File: config.mk
export PLATFORM = sky130hd
export DESIGN_NAME = alu_cmd_sequencer
export DESIGN_NICKNAME = d
export VERILOG_FILES = /design/src/rtl/alu_pkg.sv /design/src/rtl/alu_cmd_fifo.sv /design/src/rtl/alu_cmd_sequencer.sv
export SDC_FILE = /design/constraint.sdc
export NUM_CORES = 1
export LEC_CHECK = 0
export BUFFER_PORTS_ARGS = -buffer_cell sky130_fd_sc_hd__buf_2
export CORE_UTILIZATION = 45
export DETAILED_ROUTE_END_ITERATION = 7
export PLACE_DENSITY = 0.67
export SETUP_SLACK_MARGIN = 0.4
export SLEW_MARGIN = 20
export SYNTH_ARGS = -nofsm -noshare
export SYNTH_HDL_FRONTEND = slang
export SYNTH_HIERARCHICAL = 1
export SYNTH_SLANG_ARGS = --single-unit
File: constraint.sdc
create_clock -name Clk -period 2.5 [get_ports Clk]
set_input_delay 0.125 -clock Clk [delete_from_list [all_inputs] [get_ports Clk]]
set_output_delay 0.125 -clock Clk [all_outputs]
set_load 0.01 [all_outputs]
File: src/rtl/alu_pkg.sv
// Shared definitions for the ALU issue path: operation codes, mode values,
// sequencer state encoding and the packed command width.
`timescale 1ns/1ps
package alu_pkg;

  localparam logic MODE_ARITH = 1'b1;
  localparam logic MODE_LOGIC = 1'b0;

  // Arithmetic-mode operation codes
  localparam logic [1:0] OPER_PASS_A = 2'b00;
  localparam logic [1:0] OPER_ADD    = 2'b01;
  localparam logic [1:0] OPER_SUB_AB = 2'b10;
  localparam logic [1:0] OPER_SUB_BA = 2'b11;

  // Logic-mode operation codes
  localparam logic [1:0] OPER_AND    = 2'b00;
  localparam logic [1:0] OPER_OR     = 2'b01;
  localparam logic [1:0] OPER_XOR    = 2'b10;
  localparam logic [1:0] OPER_XNOR   = 2'b11;

  typedef enum logic [1:0] {
    ST_IDLE = 2'd0,
    ST_WAIT = 2'd1,
    ST_HOLD = 2'd2
  } seq_state_t;

  // Packed command layout, MSB first: {a, b, cin, oper, mode}
  function automatic int cmd_width(input int n);
    return n + n + 1 + 2 + 1;
  endfunction

endpackage

File: src/rtl/alu_cmd_fifo.sv
// Synchronous FIFO for packed ALU commands; head word is visible
// combinationally on dout whenever the FIFO is non-empty.
`timescale 1ns/1ps
module alu_cmd_fifo #(
  parameter int W     = 12,
  parameter int DEPTH = 4
) (
  input  logic         clk,
  input  logic         rst_n,
  input  logic         push,
  input  logic         pop,
  input  logic [W-1:0] din,
  output logic [W-1:0] dout,
  output logic         full,
  output logic         empty
);

  localparam int AW = $clog2(DEPTH);
  localparam int CW = AW + 1;

  logic [W-1:0]  mem [DEPTH];
  logic [AW-1:0] wr_ptr_q;
  logic [AW-1:0] rd_ptr_q;
  logic [CW-1:0] count_q;
  logic          do_push;
  logic          do_pop;

  assign full    = (count_q == CW'(DEPTH));
  assign empty   = (count_q == '0);
  // A full FIFO refuses a push even when a pop happens on the same edge
  assign do_push = push && !full;
  assign do_pop  = pop && !empty;
  assign dout    = mem[rd_ptr_q];

  always_ff @(posedge clk) begin
    if (do_push) begin
      mem[wr_ptr_q] <= din;
    end
  end

  always_ff @(posedge clk) begin
    if (!rst_n) begin
      wr_ptr_q <= '0;
      rd_ptr_q <= '0;
      count_q  <= '0;
    end else begin
      if (do_push) begin
        wr_ptr_q <= wr_ptr_q + AW'(1);
      end
      if (do_pop) begin
        rd_ptr_q <= rd_ptr_q + AW'(1);
      end
      case ({do_push, do_pop})
        2'b10:   count_q <= count_q + CW'(1);
        2'b01:   count_q <= count_q - CW'(1);
        default: count_q <= count_q;
      endcase
    end
  end

endmodule

File: src/rtl/alu_cmd_sequencer.sv
// Issue stage for the N-bit ALU: queues commands, issues one at a time,
// waits the ALU latency and returns Sum/Cout plus a zero flag in order.
`timescale 1ns/1ps
module alu_cmd_sequencer
  import alu_pkg::*;
#(
  parameter int N       = 4,
  parameter int DEPTH   = 4,
  parameter int ALU_LAT = 1
) (
  input  logic         Clk,
  input  logic         rst_n,
  input  logic         cmd_valid,
  output logic         cmd_ready,
  input  logic [N-1:0] cmd_a,
  input  logic [N-1:0] cmd_b,
  input  logic         cmd_cin,
  input  logic [1:0]   cmd_oper,
  input  logic         cmd_mode,
  output logic [N-1:0] alu_a,
  output logic [N-1:0] alu_b,
  output logic         alu_cin,
  output logic [1:0]   alu_oper,
  output logic         alu_mode,
  input  logic [N-1:0] alu_sum,
  input  logic         alu_cout,
  output logic         res_valid,
  input  logic         res_ready,
  output logic [N-1:0] res_sum,
  output logic         res_cout,
  output logic         res_zero,
  output logic         busy
);

  localparam int CMD_W = cmd_width(N);
  localparam int CNT_W = (ALU_LAT > 0) ? $clog2(ALU_LAT + 1) : 1;

  function automatic logic sum_is_zero(input logic [N-1:0] s);
    return (s == '0);
  endfunction

  seq_state_t        state_q;
  seq_state_t        state_d;
  logic [CNT_W-1:0]  cnt_q;
  logic              fifo_full;
  logic              fifo_empty;
  logic              push;
  logic              pop;
  logic              capture;
  logic              release_res;
  logic [CMD_W-1:0]  fifo_din;
  logic [CMD_W-1:0]  fifo_dout;
  logic [N-1:0]      head_a;
  logic [N-1:0]      head_b;
  logic              head_cin;
  logic [1:0]        head_oper;
  logic              head_mode;

  assign cmd_ready = rst_n && !fifo_full;
  assign push      = cmd_valid && cmd_ready;
  assign fifo_din  = {cmd_a, cmd_b, cmd_cin, cmd_oper, cmd_mode};
  assign {head_a, head_b, head_cin, head_oper, head_mode} = fifo_dout;
  assign busy      = rst_n && ((state_q != ST_IDLE) || !fifo_empty);

  alu_cmd_fifo #(
    .W     (CMD_W),
    .DEPTH (DEPTH)
  ) u_fifo (
    .clk   (Clk),
    .rst_n (rst_n),
    .push  (push),
    .pop   (pop),
    .din   (fifo_din),
    .dout  (fifo_dout),
    .full  (fifo_full),
    .empty (fifo_empty)
  );

  always_comb begin
    state_d     = state_q;
    pop         = 1'b0;
    capture     = 1'b0;
    release_res = 1'b0;
    case (state_q)
      ST_IDLE: begin
        if (!fifo_empty) begin
          pop     = 1'b1;
          state_d = ST_WAIT;
        end
      end
      ST_WAIT: begin
        if (cnt_q == '0) begin
          capture = 1'b1;
          state_d = ST_HOLD;
        end
      end
      ST_HOLD: begin
        if (res_ready) begin
          release_res = 1'b1;
          if (!fifo_empty) begin
            pop     = 1'b1;
            state_d = ST_WAIT;
          end else begin
            state_d = ST_IDLE;
          end
        end
      end
      default: state_d = ST_IDLE;
    endcase
  end

  // Issue stage: alu_* only move on a pop, so they stay frozen through WAIT
  always_ff @(posedge Clk) begin
    if (!rst_n) begin
      state_q  <= ST_IDLE;
      cnt_q    <= '0;
      alu_a    <= '0;
      alu_b    <= '0;
      alu_cin  <= 1'b0;
      alu_oper <= '0;
      alu_mode <= 1'b0;
    end else begin
      state_q <= state_d;
      if (pop) begin
        alu_a    <= head_a;
        alu_b    <= head_b;
        alu_cin  <= head_cin;
        alu_oper <= head_oper;
        alu_mode <= head_mode;
        cnt_q    <= CNT_W'(ALU_LAT);
      end else if ((state_q == ST_WAIT) && (cnt_q != '0)) begin
        cnt_q <= cnt_q - CNT_W'(1);
      end
    end
  end

  // Result stage: zero flag looks at the N-bit sum only, never at Cout
  always_ff @(posedge Clk) begin
    if (!rst_n) begin
      res_valid <= 1'b0;
      res_sum   <= '0;
      res_cout  <= 1'b0;
      res_zero  <= 1'b0;
    end else if (capture) begin
      res_valid <= 1'b1;
      res_sum   <= alu_sum;
      res_cout  <= alu_cout;
      res_zero  <= sum_is_zero(alu_sum);
    end else if (release_res) begin
      res_valid <= 1'b0;
    end
  end

endmodule

==> run summary, run 1 <==
first-pass GRT wire length -> 8160 um
total gr overflow -> 0
crit end category -> register
clock-pin slew on the worst setup and hold paths -> 0.08 ns
gpl congestion -> 0.693
diode count -> 0
placed cell area -> 0.00350 mm2
clk root buf -> clkbuf_8
vias in the first global route -> 1659
Final TNS setup -> 0 ns
commonest non-fill, non-tap cell in the layout -> edfxtp_1
R2R setup slack -> 0.37 ns
Slew @ Worst Pin -> 0.569 ns
Startpoint Class -> register
Mapped Area -> 0.00315 mm2
cell family with most CP delay -> simple AND/OR/NAND/NOR gates
Layout Cells excl Fill -> 386
Peak VDD IR -> 398 uV
Via Count -> 1855
fin. max-slew vios -> 0
CTS buffer count -> 9
syn nets -> 247
total core area -> 0.00679 mm2
initial detailed-routing violation count -> 72
Final Util -> 57.0%
Seq/Total Area, Yosys -> 65.4%
Cells after Synth -> 220
slowest cell on the critical path -> dfxtp_4
Slew Limit Headroom -> 62.0%
Fillers -> 549
CTS tree -> built
CTS H-tree depth -> 3
initial antenna violation count -> 0
HPWL Detailed -> 3280 um
fin area -> 0.00387 mm2
tightest hold margin -> 0.0200 ns
initial core utilization -> 46.4%
global-route usage over all layers -> 15.2%
Setup WS pre-CTS -> 0.379 ns
largest net degree at the start of global routing -> 48
final hold vios -> 0
clock sinks -> 79
PwrDens -> 892 mW/mm2
Die H -> 85.7 um
die area -> 0.00735 mm2
Finish-stage setup viols -> 0
Max clock buf depth -> 2
Avg WL per Cell -> 13.8 um
worst path required time -> 2.78 ns
CP Capture Point -> u_fifo/count_q[2]$_SDFFE_PN0P_
Final ANT Viol Nets -> 0
Leakage -> 1.43 nW
Synth warnings -> 6
Pwr Total -> 3.45 mW
I/O pin count -> 42
drt drc -> 0
Worst Reg-to-Reg Cells -> 11
P&R area growth vs syn -> 22.8%
worst path arrival time -> 2.41 ns
number of max-cap violations -> 0
placed cell count -> 354
max incr delay on CP -> 0.38 ns
cell repeated most along the worst path -> inv_2
fin crit share -> 85.3%
Setup Skew -> 0.00818 ns
Synth cell types -> 35
number of iterations in the first detailed-routing pass -> 6
reg-to-reg startpoint -> u_fifo/count_q[2]$_SDFFE_PN0P_
final setup margin -> 0.368 ns
status -> completed
CP Depth -> 11
origin of the worst setup path -> u_fifo/count_q[2]$_SDFFE_PN0P_
fmax -> 0.469 GHz
Critical R2R Capture -> u_fifo/count_q[2]$_SDFFE_PN0P_
Worst Path Buf+Inv -> 2
min cycle time layout -> 2.13 ns
port bufs -> 41
most frequent cells in the layout -> edfxtp_1, buf_2, nand2_1
RSZ-0062 raised after global routing -> true
vias per cell -> 4.81
FF+latch count, synth -> 79
CP Max Fanout -> 4
Hold Path Class -> in -> reg
Total Wirelength -> 5320 um
clk_lat worst skew -> 0.34 ns
layout cells sized above 1 -> 33.4%
Rows -> 30
Total Nets Final -> 312
die width -> 85.7 um
WS Path Type -> reg -> reg
critical path, cell by cell -> nor3b_4 > nor2_1 > and2_1 > nor2b_1 > inv_2 > ha_4 > inv_2 > fa_2 > xor2_1 > or3_1 > a21boi_1
syn_area_per_cell -> 14.3 um2
routing by layer:
layer | vias up | global-route usage, % | wire length [um]
met2 | 37 | 23.6 | 2580
li1 | 923 | - | -
met5 | - | 0 | 0
met1 | 889 | 20.0 | 2490
met4 | 0 | 8.48 | 67
met3 | 6 | 3.37 | 185
cell type report:
class / instances / area (um2) / share of cell area, %
Clock inverter: 7 / 86.3 / 2.23
Inverter: 10 / 37.5 / 0.970
Timing Repair Buffer: 65 / 418 / 10.8
Tap cell: 96 / 120 / 3.10
Clock buffer: 9 / 124 / 3.20
Sequential cell: 79 / 2070 / 53.6
Multi-Input combinational cell: 120 / 1010 / 26.1
state kept, by name, indices dropped and copies added (netlist names), named ones only:
register and cells:
u_fifo/mem 48, alu_a 4, alu_b 4, res_sum 4, u_fifo/count_q 3, alu_oper 2, state_q 2, u_fifo/rd_ptr_q 2
u_fifo/wr_ptr_q 2, alu_cin 1, alu_mode 1, cnt_q 1, res_cout 1, res_valid 1, res_zero 1
synth_stat cells:
cell type | instances | area share (%)
a21boi_1 | 2 | 0.48
a21oi_1 | 3 | 0.48
a311oi_1 | 1 | 0.28
a31oi_1 | 1 | 0.20
and2_1 | 8 | 1.6
buf_1 | 3 | 0.36
buf_2 | 3 | 0.48
buf_6 | 3 | 1.1
buf_8 | 1 | 0.48
clkbuf_1 | 1 | 0.12
dfxtp_1 | 31 | 20
edfxtp_1 | 48 | 46
fa_1 | 1 | 0.63
ha_1 | 5 | 2.0
inv_1 | 9 | 1.1
inv_2 | 1 | 0.12
mux2i_1 | 15 | 4.8
mux4_2 | 12 | 8.6
nand2_1 | 36 | 4.3
nand2b_1 | 1 | 0.20
nand3_1 | 6 | 0.95
nand4bb_1 | 1 | 0.36
nor2_1 | 4 | 0.48
nor2b_1 | 2 | 0.40
nor3_2 | 1 | 0.32
nor3b_2 | 1 | 0.40
nor4_1 | 1 | 0.20
o21a_1 | 2 | 0.48
o21ai_0 | 6 | 0.95
o21ai_2 | 5 | 1.4
o31ai_1 | 1 | 0.24
or3_1 | 2 | 0.40
or3b_4 | 1 | 0.36
xnor2_1 | 1 | 0.28
xor2_1 | 1 | 0.28
report_power, final:
part | switching (mW) | internal [mW] | total, mW
logic | 0.421 | 0.411 | 0.832
registers | 0.103 | 1.54 | 1.65
clock network | 0.494 | 0.484 | 0.977
cell families (layout without fill, tap and decap cells):
kind of cell    Yosys count  in the layout  share of synthesized area, %
compound gates           21             21                          4.48
flops                    79             79                          65.4
xor+xnor                  2              2                         0.556
buf+inv                  21             91                          3.69
simple gates             64             64                          9.92
mux                      27             27                          13.3
fa+ha+maj                 6              6                          2.62
how the worst min path moves through the flow:
stage | slack (ns) | endpoint | depth (start not counted) | startpoint
6_report | 0.02 | res_cout$_SDFFE_PN0P_ | 3 | alu_cout
5_1_grt | 0.01 | res_cout$_SDFFE_PN0P_ | 3 | alu_cout
4_1_cts | 0.003 | res_cout$_SDFFE_PN0P_ | 3 | alu_cout
3_5_place_dp | 0.34 | u_fifo/mem[0][2]$_DFFE_PP_ | 1 | cmd_oper[1]
3_3_place_gp | 0.34 | u_fifo/mem[1][6]$_DFFE_PP_ | 1 | cmd_b[2]
2_1_floorplan | 0.22 | u_fifo/mem[0][0]$_DFFE_PP_ | 0 | cmd_mode
worst min-delay path, stage by stage:
cell	delay, ns
buf_2	0.09
nand2_1	0.06
o21ai_2	0.04
timing repair:
item,in CTS,in global routing
buffers inserted,0,3
endpoints found under the setup margin,1,2
hold endpoints to repair,49,0
pin swaps,0,2
resized for setup,2,0
hold buffers,13,0
Note: power is estimated with default switching activity, not from simulation.
==> run 2, diff against run 1 <==
--- a/config.mk
+++ b/config.mk
@@ -8,7 +8,6 @@
 export BUFFER_PORTS_ARGS = -buffer_cell sky130_fd_sc_hd__buf_2
 export CORE_UTILIZATION = 45
 export DETAILED_ROUTE_END_ITERATION = 7
-export PLACE_DENSITY = 0.67
 export SETUP_SLACK_MARGIN = 0.4
 export SLEW_MARGIN = 20
 export SYNTH_ARGS = -nofsm -noshare
==> constraint.sdc (replaced) <==
create_clock -name Clk -period 2.4 [get_ports Clk]
set_input_delay 0.12 -clock Clk [delete_from_list [all_inputs] [get_ports Clk]]
set_output_delay 0.12 -clock Clk [all_outputs]
set_load 0.01 [all_outputs]
==> run summary, run 2 (synthesized netlist as in run 1, its figures left out) <==
initial core utilization -> 46.4% (unchanged)
met3 routed WL -> 204 um (+10%)
Seq pwr share -> 47.0% (-0.6 points)
reg-to-reg startpoint -> u_fifo/count_q[0]$_SDFFE_PN0P_
CTS H-tree depth -> 3 (unchanged)
Layout Cells excl Fill -> 390 (+1.0%)
Slew @ Worst Pin -> 0.576 ns (+0.00685 ns)
RSZ-0062 raised after global routing -> true
clock network power share -> 28.2% (about the same)
total gr overflow -> 0 (unchanged)
number of iterations in the first detailed-routing pass -> 4 (-2)
wire length on met2 -> 2410 um (-6.7%)
clock-pin slew on the worst setup and hold paths -> 0.08 ns (about the same)
Die H -> 85.7 um (unchanged)
Setup Skew -> 0.0141 ns (+0.00589 ns)
Largest register FFs -> 48 (unchanged)
tightest hold margin -> 0.0218 ns (+0.00181 ns)
switching power total -> 1.06 mW (+4.6%)
drt drc -> 0 (unchanged)
Final TNS setup -> 0 ns (unchanged)
clock sinks -> 79 (unchanged)
clk_lat worst skew -> 0.35 ns (about the same)
cell repeated most along the worst path -> inv_2
Avg WL per Cell -> 13.4 um (-2.8%)
vias in the first global route -> 1753 (+5.7%)
CP Max Fanout -> 3 (-1)
die width -> 85.7 um (unchanged)
critical path, cell by cell -> nor3b_4 > nor2_1 > and2_1 > nor2b_4 > inv_2 > ha_4 > inv_2 > fa_2 > xor2_1 > or3_1 > a21boi_1
wl on met1 -> 2510 um (+0.89%)
P_int -> 2.57 mW (+5.4%)
fmax -> 0.478 GHz (+1.9%)
slowest cell on the critical path -> dfxtp_4
port bufs -> 41 (unchanged)
worst path arrival time -> 2.36 ns (-0.05 ns)
Pwr Total -> 3.63 mW (+5.2%)
fin crit share -> 87.1% (+1.9 points)
fin area -> 0.00392 mm2 (+1.1%)
worst min-delay path startpoint -> alu_cout
placed cell area -> 0.00350 mm2 (unchanged)
sw frac -> 29.3% (-0.17 points)
origin of the worst setup path -> u_fifo/count_q[0]$_SDFFE_PN0P_
Leakage -> 1.46 nW (+2.0%)
first-pass GRT wire length -> 8350 um (+2.3%)
Highest Signal Layer -> met4
Peak VDD IR -> 382 uV (-3.9%)
final setup margin -> 0.308 ns (-0.0600 ns)
fin. max-slew vios -> 0 (unchanged)
global-route usage over all layers -> 15.6% (+0.35 points)
final hold vios -> 0 (unchanged)
largest net degree at the start of global routing -> 48 (unchanged)
Comb pwr share -> 24.8% (+0.7 points)
CTS buffer count -> 9 (unchanged)
Final ANT Viol Nets -> 0 (unchanged)
Finish-stage setup viols -> 0 (unchanged)
HPWL Detailed -> 3260 um (-0.63%)
WS Path Type -> reg -> reg
gpl congestion -> 0.749 (+8.1%)
status -> completed
Total Wirelength -> 5220 um (-1.8%)
Slew Limit Headroom -> 61.5% (-0.46 points)
Setup WS pre-CTS -> 0.281 ns (-0.0985 ns)
diode count -> 0 (unchanged)
layout cells sized above 1 -> 35.4% (+1.9 points)
clk root buf -> clkbuf_8
initial detailed-routing violation count -> 75 (+4.2%)
Worst Path Buf+Inv -> 2 (unchanged)
Via Count -> 1850 (-0.27%)
max incr delay on CP -> 0.37 ns (about the same)
commonest non-fill, non-tap cell in the layout -> edfxtp_1
Hold Path Class -> in -> reg
vias per cell -> 4.74 (-1.3%)
die area -> 0.00735 mm2 (unchanged)
I/O pin count -> 42 (unchanged)
initial antenna violation count -> 0 (unchanged)
Final Util -> 57.6% (+0.64 points)
min cycle time layout -> 2.09 ns (-0.0400 ns)
number of max-cap violations -> 0 (unchanged)
Startpoint Class -> register
most frequent cells in the layout -> edfxtp_1, buf_2, nand2_1
Rows -> 30 (unchanged)
PwrDens -> 928 mW/mm2 (+4.0%)
Max clock buf depth -> 2 (unchanged)
worst path required time -> 2.67 ns (-0.11 ns)
cell family with most CP delay -> simple AND/OR/NAND/NOR gates
CTS tree -> built
crit end category -> register
total core area -> 0.00679 mm2 (unchanged)
Biggest register -> u_fifo/mem
placed cell count -> 354 (unchanged)
P&R area growth vs syn -> 24.2%
Total Nets Final -> 316 (+1.3%)
run 2: cell count changes in the layout (fill, tap and decap cells not counted):
cell,before,now
buf_4,11,15
nor2b_1,1,0
nor2b_4,1,2
o21ai_2,5,6
and2_1,8,7
o21ai_1,1,0
and2_4,0,1
run 2: tightest hold or removal path, delay by kind of cell:
kind	cells	cell delay, ns
buffers and inverters	1	0.09
and+or+nand+nor	1	0.06
AOI/OAI and AO/OA	1	0.05
run 2: layout make-up:
| type | instances | area (um2) |
|---|---|---|
| Clock buffer | 9 | 124 |
| Clock inverter | 7 | 86.3 |
| Fill cell | 564 | 2880 |
| Inverter | 10 | 37.5 |
| Multi-Input combinational cell | 120 | 1030 |
| Sequential cell | 79 | 2070 |
| Tap cell | 96 | 120 |
| Timing Repair Buffer | 69 | 448 |
run 2: power by group through the flow:
| stage | Combinational [mW] | Sequential [mW] | Clock (mW) |
|---|---|---|---|
| floorplan | 0.605 | 1.78 | 0 |
| global placement | 0.814 | 1.74 | 0 |
| detailed placement | 0.816 | 1.74 | 0 |
| CTS | 0.856 | 1.71 | 1.05 |
| global route | 0.998 | 1.73 | 1.11 |
| finish | 0.901 | 1.71 | 1.02 |
run 2: path summary, 6_finish.rpt:
check	to	slack [ns]	depth (start not counted)
worst min-delay path	res_cout$_SDFFE_PN0P_	0.02	3
worst min register to register	alu_a[2]$_SDFFE_PN0P_	0.46	2
worst max register to register	u_fifo/count_q[2]$_SDFFE_PN0P_	0.31	11
worst max-delay path	u_fifo/count_q[2]$_SDFFE_PN0P_	0.31	11
run 2: metal layers:
layer | vias up | GRT usage (%)
li1 | 933 | -
met1 | 865 | 20.6
met2 | 43 | 23.9
met3 | 9 | 3.85
met4 | 0 | 8.18
met5 | - | 0
run 2: what timing repair did:
action,in CTS,in global routing
setup buffers,3,4
endpoints found under the hold margin,49,0
pin swaps,1,3
hold buffers,13,0
endpoints found under the setup margin,2,2
resized for setup,3,3
==> run 3, diff against run 2 <==
--- a/config.mk
+++ b/config.mk
@@ -12,5 +12,4 @@
 export SLEW_MARGIN = 20
 export SYNTH_ARGS = -nofsm -noshare
 export SYNTH_HDL_FRONTEND = slang
-export SYNTH_HIERARCHICAL = 1
 export SYNTH_SLANG_ARGS = --single-unit
==> run summary, run 3 <==
status -> completed
syn nets -> 223 (-9.7%)
Biggest register -> u_fifo.mem
critical path, cell by cell -> and2b_4 > nor3_4 > ha_4 > inv_1 > fa_2 > xor2_1 > or3_1 > a21oi_1
Synth cell types -> 35 (unchanged)
placed cell count -> 313 (-12%)
top-count cell post-synth -> edfxtp_1
Die H -> 84.6 um (-1.3%)
final hold vios -> 0 (unchanged)
final setup margin -> 0.513 ns (+0.204 ns)
largest cells by area after synthesis -> edfxtp_1, dfxtp_1, mux4_1, o2bb2ai_1, mux2i_1
number of max-cap violations -> 0 (unchanged)
Post-synth ARST share -> 0% (unchanged)
Total Wirelength -> 5280 um (+1.1%)
initial antenna violation count -> 0 (unchanged)
Layout Cells excl Fill -> 341 (-13%)
CTS buffer count -> 9 (unchanged)
fin. max-slew vios -> 0 (unchanged)
max incr delay on CP -> 0.35 ns (-0.02 ns)
gpl congestion -> 0.759 (+1.4%)
PwrDens -> 1020 mW/mm2 (+10%)
most frequent cells in the layout -> edfxtp_1, buf_2, dfxtp_1
commonest non-fill, non-tap cell in the layout -> edfxtp_1
initial detailed-routing violation count -> 65 (-13%)
syn_area_per_cell -> 15.7 um2 (+9.3%)
number of iterations in the first detailed-routing pass -> 6 (+2)
total core area -> 0.00646 mm2 (-4.9%)
share of the synthesized area in the top cell type -> 46.9% (+1.2 points)
setup bufs post-CTS -> 0 (-3)
clock-pin slew on the worst setup and hold paths -> 0.08 ns (about the same)
Final TNS setup -> 0 ns (unchanged)
CTS tree -> built
Cells after Synth -> 196 (-11%)
HPWL Detailed -> 3360 um (+3.2%)
placed cell area -> 0.00340 mm2 (-3.0%)
RSZ-0062 raised after global routing -> false
clock sinks -> 77 (-2.5%)
sequential cell area -> 0.00203 mm2 (-2.2%)
Setup WS pre-CTS -> 0.398 ns (+0.118 ns)
Fillers -> 546 (-3.2%)
slowest cell on the critical path -> dfxtp_2
Multi-input gate area -> 966 um2 (-5.9%)
Rows -> 29 (-3.3%)
I/O pin count -> 42 (unchanged)
Pwr Total -> 3.82 mW (+5.1%)
GRT busiest layer -> met2
FF+latch count, synth -> 77 (-2.5%)
diode count -> 0 (unchanged)
fin crit share -> 78.6% (-8.5 points)
drt drc -> 0 (unchanged)
Leakage -> 1.40 nW (-4.5%)
global-route usage over all layers -> 16.3% (+0.69 points)
Synth warnings -> 0 (-6)
worst path required time -> 2.68 ns (about the same)
die width -> 84.6 um (-1.3%)
Avg WL per Cell -> 15.5 um (+16%)
worst path arrival time -> 2.17 ns (-0.19 ns)
Synth top cells by count -> edfxtp_1, dfxtp_1, nand2_1
largest net degree at the start of global routing -> 19 (-60%)
initial core utilization -> 47.5% (+1.1 points)
Startpoint Class -> register
port bufs -> 41 (unchanged)
vias in the first global route -> 1733 (-1.1%)
die area -> 0.00716 mm2 (-2.6%)
Peak VDD IR -> 425 uV (+11%)
Mapped Area -> 0.00307 mm2 (-2.6%)
Yosys top cell by area -> edfxtp_1
Slew @ Worst Pin -> 0.808 ns (+0.232 ns)
Total Nets Final -> 286 (-9.5%)
number of flops mapped to enable cells by yosys -> 48 (unchanged)
fin area -> 0.00374 mm2 (-4.4%)
Final ANT Viol Nets -> 0 (unchanged)
met3 Track Usage GR -> 4.33% (+0.48 points)
Slew Limit Headroom -> 45.7% (-16 points)
Largest register FFs -> 48 (unchanged)
clk root buf -> clkbuf_8
P&R area growth vs syn -> 21.8%
Seq/Total Area, Yosys -> 65.9% (+0.45 points)
Via Count -> 1756 (-5.1%)
Finish-stage setup viols -> 0 (unchanged)
clk_lat worst skew -> 0.35 ns (about the same)
fmax -> 0.530 GHz (+11%)
Worst Path Buf+Inv -> 1 (-1)
met2 Use GR -> 27.0% (+3.0 points)
CP Max Fanout -> 6 (+3)
M1 GR Usage -> 19.4% (-1.1 points)
total gr overflow -> 0 (unchanged)
crit end category -> register
WS Path Type -> reg -> reg
layout cells sized above 1 -> 29.5% (-5.8 points)
Max clock buf depth -> 2 (unchanged)
Final Util -> 57.9% (+0.30 points)
tightest hold margin -> 0.0234 ns (+0.00157 ns)
CTS H-tree depth -> 3 (unchanged)
Hold Path Class -> in -> reg
vias per cell -> 5.15 (+8.6%)
Setup Skew -> 0.00940 ns (-0.00467 ns)
first-pass GRT wire length -> 8540 um (+2.2%)
cell family with most CP delay -> simple AND/OR/NAND/NOR gates
Synth Flop Type -> edfxtp_1
min cycle time layout -> 1.89 ns (-0.204 ns)
[run 3: layout make-up]
cell class / count / area share (%)
Sequential cell: 77 / 54.2
Tap cell: 77 / 2.58
Timing Repair Buffer: 62 / 10.5
Multi-Input combinational cell: 98 / 25.8
Inverter: 11 / 1.10
Clock inverter: 5 / 2.27
Clock buffer: 11 / 3.51
[run 3: power by group]
part | internal (mW) | switching, mW
logic | 0.471 | 0.463
registers | 1.64 | 0.175
clock network | 0.592 | 0.478
total | 2.70 | 1.12
[run 3: timing repair]
action | in CTS | in global routing
hold endpoints to repair | 48 | 0
endpoints found under the setup margin | 1 | 2
hold buffers | 12 | 0
pin swaps | 1 | 0
gates resized for setup | 0 | 6
[run 3: worst min-delay path: stages]
cell	delay, ns
buf_2	0.08
mux2i_1	0.06
nor2_1	0.08
[run 3: cells by family (layout without fill, tap and decap cells)]
kind of cell / count (synthesis) / count (layout) / share of synthesized area (%)
and+or+nand+nor: 43 / 43 / 7.74
buffers and inverters: 21 / 89 / 3.54
AOI/OAI and AO/OA: 26 / 26 / 6.40
muxes: 21 / 21 / 13.2
adders and majority gates: 6 / 6 / 2.69
xor gates and xnor gates: 2 / 2 / 0.571
DFF: 77 / 77 / 65.9
[run 3: path summary, 6_finish.rpt]
check                          start                             end  slack (ns)  cells after the start
min reg2reg    alu_a[1]$_SDFFE_PN0P_           alu_a[1]$_SDFFE_PN0P_        0.46                      2
max          state_q[1]$_SDFFE_PN0P_  u_fifo.count_q[2]$_SDFFE_PN0P_        0.51                      8
min                         alu_cout           res_cout$_SDFFE_PN0P_        0.02                      3
max reg2reg  state_q[1]$_SDFFE_PN0P_  u_fifo.count_q[2]$_SDFFE_PN0P_        0.51                      8
[run 3: routing by layer]
metal	part of all wire [%]	routed length (um)
met5	0	0
met4	2.3	121
met2	49	2590
met3	3.1	162
met1	46	2410
